--- src/rtl/rv_pkg.sv ---
// Shared RISC-V core constants: data/address widths, writeback requester indices, x0.
package rv_pkg;

  localparam int unsigned XLEN   = 32;
  localparam int unsigned REG_AW = 5;

  localparam int unsigned REQ_ALU = 0;
  localparam int unsigned REQ_LSU = 1;
  localparam int unsigned REQ_DBG = 2;

  localparam int unsigned X0 = 0;

endpackage

--- src/rtl/rf_wport_arbiter_rr_picker.sv ---
// Combinational round-robin picker: one-hot grant of the first request at or after ptr.
module rr_picker
  import rv_pkg::*;
#(
  parameter int unsigned N  = 3,
  parameter int unsigned PW = 2
) (
  input  logic [N-1:0]  req,
  input  logic [PW-1:0] ptr,
  output logic [N-1:0]  grant
);

  logic [PW:0] pos;
  logic        found;

  // pos walks ptr, ptr+1, ... wrapping at N; one extra bit keeps the wrap compare exact
  always_comb begin
    grant = '0;
    found = 1'b0;
    pos   = '0;
    for (int unsigned k = 0; k < N; k++) begin
      pos = {1'b0, ptr} + (PW+1)'(k);
      if (pos >= (PW+1)'(N)) pos = pos - (PW+1)'(N);
      if (!found && req[pos[PW-1:0]]) begin
        grant[pos[PW-1:0]] = 1'b1;
        found              = 1'b1;
      end
    end
  end

endmodule

--- src/rtl/rf_wport_arbiter.sv ---
// Round-robin arbiter for the single register-file write port with freeze support.
// Optional per-requester stall counters enabled by defining RF_ARB_STALL_CNT_EN.
module rf_wport_arbiter #(
  parameter int unsigned NUM_REQ = 3,
  parameter int unsigned XLEN    = rv_pkg::XLEN,
  parameter int unsigned AW      = rv_pkg::REG_AW,
  parameter int unsigned CNT_W   = 16
) (
  input  logic                     clk,
  input  logic                     rst_n,
  input  logic                     freeze,
  input  logic [NUM_REQ-1:0]       req_valid,
  input  logic [NUM_REQ*AW-1:0]    req_addr,
  input  logic [NUM_REQ*XLEN-1:0]  req_data,
  output logic [NUM_REQ-1:0]       req_ready,
  output logic                     rf_we,
  output logic [AW-1:0]            rf_waddr,
  output logic [XLEN-1:0]          rf_wdata,
  output logic                     wb_valid,
  output logic [2:0]               wb_id,
  output logic [NUM_REQ*CNT_W-1:0] stall_cnt
);

  import rv_pkg::*;

  localparam int unsigned PW = $clog2(NUM_REQ);

  logic [PW-1:0]      ptr;
  logic [PW-1:0]      ptr_next;
  logic [NUM_REQ-1:0] grant;
  logic [PW-1:0]      sel_idx;
  logic [AW-1:0]      sel_addr;
  logic [XLEN-1:0]    sel_data;
  logic               xfer;

  rr_picker #(
    .N  (NUM_REQ),
    .PW (PW)
  ) u_picker (
    .req   (req_valid),
    .ptr   (ptr),
    .grant (grant)
  );

  assign req_ready = (rst_n && !freeze) ? grant : '0;
  assign xfer      = |(req_valid & req_ready);

  always_comb begin
    sel_idx  = '0;
    sel_addr = '0;
    sel_data = '0;
    for (int unsigned j = 0; j < NUM_REQ; j++) begin
      if (req_ready[j]) begin
        sel_idx  = PW'(j);
        sel_addr = req_addr[j*AW +: AW];
        sel_data = req_data[j*XLEN +: XLEN];
      end
    end
    ptr_next = (sel_idx == PW'(NUM_REQ - 1)) ? '0 : sel_idx + PW'(1);
  end

  // x0 transfers still update wb_valid/wb_id but never raise rf_we
  always_ff @(posedge clk) begin
    if (!rst_n) begin
      ptr      <= '0;
      rf_we    <= 1'b0;
      rf_waddr <= '0;
      rf_wdata <= '0;
      wb_valid <= 1'b0;
      wb_id    <= '0;
    end else if (xfer) begin
      ptr      <= ptr_next;
      rf_we    <= (sel_addr != AW'(X0));
      rf_waddr <= sel_addr;
      rf_wdata <= sel_data;
      wb_valid <= 1'b1;
      wb_id    <= 3'(sel_idx);
    end else begin
      rf_we    <= 1'b0;
      wb_valid <= 1'b0;
    end
  end

`ifdef RF_ARB_STALL_CNT_EN
  logic [CNT_W-1:0] cnt [NUM_REQ];

  always_ff @(posedge clk) begin
    if (!rst_n) begin
      for (int unsigned i = 0; i < NUM_REQ; i++) cnt[i] <= '0;
    end else begin
      for (int unsigned i = 0; i < NUM_REQ; i++) begin
        if (req_valid[i] && !req_ready[i] && (cnt[i] != '1)) cnt[i] <= cnt[i] + CNT_W'(1);
      end
    end
  end

  always_comb begin
    stall_cnt = '0;
    for (int unsigned i = 0; i < NUM_REQ; i++) stall_cnt[i*CNT_W +: CNT_W] = cnt[i];
  end
`else
  assign stall_cnt = '0;
`endif

endmodule
--- config.mk ---
export PLATFORM = sky130hd
export DESIGN_NAME = rf_wport_arbiter
export DESIGN_NICKNAME = d
export VERILOG_FILES = /design/src/rtl/rv_pkg.sv /design/src/rtl/rf_wport_arbiter_rr_picker.sv /design/src/rtl/rf_wport_arbiter.sv
export SDC_FILE = /design/constraint.sdc
export NUM_CORES = 1
export LEC_CHECK = 0
export BUFFER_PORTS_ARGS = -buffer_cell sky130_fd_sc_hd__buf_2
export CORE_MARGIN = 5
export CORE_UTILIZATION = 29
export DETAILED_ROUTE_END_ITERATION = 7
export GPL_TIMING_DRIVEN = 0
export PLACE_DENSITY_LB_ADDON = 0.3
export SYNTH_ARGS = -nofsm -noshare
export SYNTH_HDL_FRONTEND = slang
export SYNTH_HIERARCHICAL = 1
export SYNTH_SLANG_ARGS = --single-unit
--- constraint.sdc ---
create_clock -name clk -period 3 [get_ports clk]
set_clock_uncertainty 0.15 [all_clocks]
set_input_delay 0.45 -clock clk [delete_from_list [all_inputs] [get_ports clk]]
set_output_delay 0.45 -clock clk [all_outputs]
set_load 0.01 [all_outputs]
# == After elaboration in Yosys (flattened, before gate mapping) ==
# Cells that the tools add are included.
# word_totals
output_inout_bits,93
register_bits,43
in_bits,117
elab_cells,68
# op_classes
bitwise,3
n_mux,31
n_lt_le_gt_ge,9
addsub,6
n_reduce_logical,12
n_eq_ne,1
# ops
cell,n
$mux 32,3
$mux 5,3
$mux 3,4
$mux 1,10
$mux 2,5
$lt 2x3->1 const B,3
$bmux 1 s2,3
$demux 1 s2,3
$ge 2x1->1 const B,3
$ge 3x2->1 const B,2
$logic_and 1x1->1,6
$or 3x3->3,2
$sub 2x2->2 const B,3
$reduce_bool 5->1,1
$add 2x1->3 const B,1
$add 2x2->3 const B,1
$and 3x3->3,1
$logic_not 1->1,3
$reduce_or 3->1,1
$add 2x1->2 const B,1
$eq 2x2->1 const B,1
$ge 2x2->1 const B,1
$reduce_and 2->1,1

# == Logic depth before layout (Yosys ltp) ==
# logic_depth
depth_word,16
mapped_depth,14
depth_no_buf,12

# == By module ==
# Netlist, hierarchy kept.
# by_module_without_submodules
module,area_each_um2,instances,seq_area_each_um2,cells_per_inst
rf_wport_arbiter,2426.1,1,840.8,266
rr_picker,272.8,1,0.0,36

# == Worst setup path after synthesis ==
# Ideal clock, no wire load.
# synth_timing
path_kind,flip-flop to flip-flop
start,reg ptr[0]
end,reg rf_waddr[4]
setup_slack_ns,0.288
period_less_slack_ns,2.712
path_buffers,3
arrival_time_ns,2.446
required_time_ns,2.734
setup_time_ns,0.116
path_stages_with_launch,13
path_cell_list,dfxtp_1 -> inv_1 -> ha_1 -> buf_2 -> a221oi_1 -> o211ai_1 -> o211ai_1 -> nor3b_1 -> buf_2 -> buf_4 -> a222oi_1 -> nand2_1 -> o211a_1
# synth_between
elab_cells_between_ends,49
classes_between,5 x add/sub; 9 x order compare; 24 x mux; 3 x bitwise; 8 x reduce/logical
# synth_lines
element,line_no,rtl
start: declaration,rf_wport_arbiter.sv:28,logic [PW-1:0] ptr;
start signal: assignment,rf_wport_arbiter.sv:72,ptr <= ptr_next;
"$add 2x1->3, or another cell as far along",rf_wport_arbiter_rr_picker.sv:22,"pos = {1'b0, ptr} + (PW+1)'(k);"
"$ge 3x2->1, or another cell as far along",rf_wport_arbiter_rr_picker.sv:23,if (pos >= (PW+1)'(N)) pos = pos - (PW+1)'(N);
"$mux 2, or another cell as far along",rf_wport_arbiter_rr_picker.sv:23,
"$lt 2x3->1 (implied by the code), or another cell as far along",rf_wport_arbiter_rr_picker.sv:25,grant[pos[PW-1:0]] = 1'b1;
"$logic_and 1x1->1 (implied by the code), or another cell as far along",rf_wport_arbiter_rr_picker.sv:25,
"$mux 1 (implied by the code), or another cell as far along",rf_wport_arbiter_rr_picker.sv:25,
"$demux 1 s2, or another cell as far along",--,
$or 3x3->3 (no source line) / $mux 1 (equally long branches),--,
$mux 3 / $logic_not 1->1 (equally long branches),rf_wport_arbiter_rr_picker.sv:24,if (!found && req[pos[PW-1:0]]) begin
$or 3x3->3 (no source line) / $logic_and 1x1->1 (equally long branches),--,
$mux 3 *,rf_wport_arbiter_rr_picker.sv:24,
net grant[2],rf_wport_arbiter.sv:30,logic [NUM_REQ-1:0] grant;
$mux 3 *,rf_wport_arbiter.sv:45,assign req_ready = (rst_n && !freeze) ? grant : '0;
$and 3x3->3,rf_wport_arbiter.sv:46,assign xfer = |(req_valid & req_ready);
$reduce_or 3->1,rf_wport_arbiter.sv:46,
end signal: assignment,rf_wport_arbiter.sv:74,rf_waddr <= sel_addr;
end: declaration,rf_wport_arbiter.sv:17,"output logic [AW-1:0] rf_waddr,"
# Mark *: on every way through the listed nets, which the timed path passes. The rest lies on a longest branch. The select of a mux whose other input is x is not followed.
# A chain may end at the register's enable or synchronous reset.

# == Final worst setup path ==
# layout_timing
start,reg ptr[0]
end,reg rf_waddr[3]
# Same word-level chain as after synthesis.

==> results.cfg <==
[cells_and_area]
drive_above_1_share_pct = 51.87
finish.utilization_pct = 46.06
layout.nets = 656
design_area_um2 = 4215
n_antenna_cell = 0
area_delta_synth_final_pct = 56.19

[grt]
grt_use_total_pct = 15.94
grt_pass1_wl_um = 14260
grt_pass1_vias = 2948
gr-total-overflow = 0
grt_max_degree = 15
antenna_found_initial = 0

[clock_network]
cts_max_level = 2
ctsRootBufferMaster = clkbuf_8
clkLatencyLatePin_ns = 0.29
cts_buffer_depth = 2
cts_buffers = 5
cts_tree = built
cts.sinks = 42
clk_pin_slew_worst_paths_ns = 0.09

[synthesis]
synth_seq_cells = 42
syn_area_um2 = 2699
synth_seq_area_share_pct = 31.15
ys.flop_type = dfxtp_1
synthArstFlopShare_pct = 0
ys_warn_count = 6
ys_types = 38
synthCells = 302
synth_edf_count = 0
syn_area_per_cell_um2 = 8.937

[sta]
finalWorstSetupSlack_ns = 0.08006
finalSetupViolations = 0
fmax_ghz = 0.3425
rsz0062_at_grt = true
slew_violations = 0
post-route-period-util_pct = 97.33
tightestPinTransition_ns = 0.5280
fin_crit_ns = 2.920
finalHoldViolCount = 0
slew_headroom_pct = 64.80

[placed_design]
dp_hpwl_um = 7779
place_area_um2 = 3819
port_buffers = 160
place_ws_ns = -0.3867
globalplace.congestion = 0.8429

[setup_path]
slowest_stage = dfxtp_4
crit_top_cell = buf_4
worst-setup-path-type = flop to flop
path_cells = inv_4 -> ha_4 -> buf_6 -> mux2i_2 -> a221oi_2 -> o211ai_1 -> o211ai_1 -> buf_4 -> nor4b_4 -> buf_4 -> buf_8 -> a222oi_1 -> buf_4 -> nand2_2 -> o211a_1
critical_path_required_ns = 3.05
startpoint_type = flop
cp_max_fo = 8
worstPathArrival_ns = 2.97
reg2reg_depth = 15
end_kind = flop
r2r_slack_ns = 0.08
max_stage_delay_ns = 0.38

[detailed_routing]
route.detailed.drc = 0
wl_met3_um = 982
vias = 3079
highest-signal-layer = met4
ant_nets = 0
wirelength_um = 9772
drtPass1Iterations = 5
wl_per_cell_um = 15.10
via_per_inst = 4.759
drt_iter0_markers = 141
wl_met1_um = 3667
wl_met2_um = 5038

[die]
start_util_pct = 29.49
die_h_um = 106.5
core_area_um2 = 9153
ios = 210
rows = 35
die_x_um = 106.5
die_area_um2 = 11340

[pwr]
clkPwrFrac_pct = 28.5
p_leak_nw = 2.368
power_switching_share_pct = 30.25
comb_power_share_pct = 27.5
seqPwrFrac_pct = 44.0
ir_drop_mv = 0.1825
internal_power_mw = 0.9352
cellPowerDensity_nw_per_um2 = 318.1
p_sw_mw = 0.4056
power_mw = 1.341

[run]
drv_cap = 0

[hold_path]
worstHoldPathCells = 2
min_path_type = flop to flop

[status]
outcome = complete, no violations
==> flip-flops by register name, summed over array words and instances (netlist names) <==
| signal | flops |
|---|---|
| rf_wdata | 32 |
| rf_waddr | 5 |
| wb_id | 2 |
| ptr | 1 |
| rf_we | 1 |
| wb_valid | 1 |
==> routing by layer <==
metal | vias to the layer above | global-route usage, %
met5 | - | 0
met4 | 0 | 3.744
met3 | 6 | 4.614
met2 | 164 | 29.95
met1 | 1406 | 17.56
li1 | 1503 | -
==> cell type report <==
type | instances | area (um2)
fillers | 945 | 4937
multi-input cells | 227 | 1603
repair buffers | 181 | 972.2
flip-flops and latches | 42 | 848.3
plain buffers | 73 | 541.8
well taps | 111 | 138.9
clock buffers | 5 | 68.82
inverters | 5 | 23.77
clock inverters | 3 | 18.77
==> worst max-delay path: cells and delay by family, from the launching register on <==
kind	cells	cell delay (ns)
AOI/OAI and AO/OA	5	1.05
buffers and inverters	6	0.82
DFF	1	0.38
adders and majority gates	1	0.27
and+or+nand+nor	2	0.08
muxes	1	0.07
==> final timing paths <==
path / startpoint / end
max reg2reg: ptr[0] / rf_waddr[3]
min: rf_wdata[13] / rf_wdata[13]
min reg2reg: rf_wdata[13] / rf_wdata[13]
max: ptr[0] / rf_waddr[3]
==> per-stage QoR <==
stage,instances,hold WS [ns],TNS (ns)
after floorplan,350,0.3226,0
after global placement,621,0.2851,-4.937
after detailed placement,621,0.2891,-9.120
after CTS,638,0.2957,-0.09669
after global routing,647,0.2963,-0.08068
final,647,0.2975,0
==> cell usage after synthesis (3+ instances only) <==
cell type / n / share of area (%)
a21boi_1: 16 / 4.5
buf_4: 54 / 15
a22oi_1: 16 / 4.5
a222oi_1: 22 / 8.2
a22o_1: 15 / 4.9
buf_2: 7 / 1.3
and2_1: 4 / 0.93
mux2i_1: 4 / 1.5
inv_1: 4 / 0.56
nand2_1: 45 / 6.3
dfxtp_1: 42 / 31
clkbuf_1: 10 / 1.4
ha_1: 4 / 1.9
buf_6: 3 / 1.3
nor2b_1: 3 / 0.70
o211ai_1: 5 / 1.4
o211a_1: 22 / 8.2
==> cell usage in the layout, fill, tap and decap left out, types with 2 or more instances in the layout <==
master    instances
o211a_1          22
clkbuf_8          5
buf_6             5
nor2b_1           3
and2_1            3
clkbuf_1          5
nand3b_1          2
clkbuf_2          4
o21ai_0           2
nand2b_1          2
nand2_2           2
inv_4             2
ha_1              2
a21boi_1         16
nand2_1          44
mux2i_4           2
a222oi_1         22
buf_2           162
conb_1           49
dfxtp_4           2
clkinv_2          2
a21oi_1           2
inv_1             2
a22o_1           15
buf_8             3
dfxtp_1          40
o211ai_1          5
buf_4            74
a22oi_1          15
==> power by group through the flow <==
stage / clock (mW) / combinational [mW] / sequential (mW)
after floorplan: 0 / 0.183 / 0.615
after global placement: 0 / 0.327 / 0.603
after detailed placement: 0 / 0.332 / 0.604
after CTS: 0.392 / 0.350 / 0.591
after global routing: 0.419 / 0.401 / 0.593
final: 0.382 / 0.368 / 0.591
==> cells by family after synthesis <==
| logic type | share of synthesized area [%] |
|---|---|
| other | 0.1389 |
| adder cells (fa/ha/maj) | 1.855 |
| buffers and inverters | 19.98 |
| flip-flops | 31.15 |
| multiplexers | 1.484 |
| AO/OA/AOI/OAI | 33.71 |
| AND/OR/NAND/NOR | 11.68 |
==> what timing repair did <==
action | 4_1_cts | 5_1_grt
buffers inserted | 11 | 10
hold buffers | 0 | 0
resized for setup | 21 | 29
endpoints found under the setup margin | 41 | 42
pin swaps | 8 | 10
No activity file was read; power rests on OpenSTA's default activity.
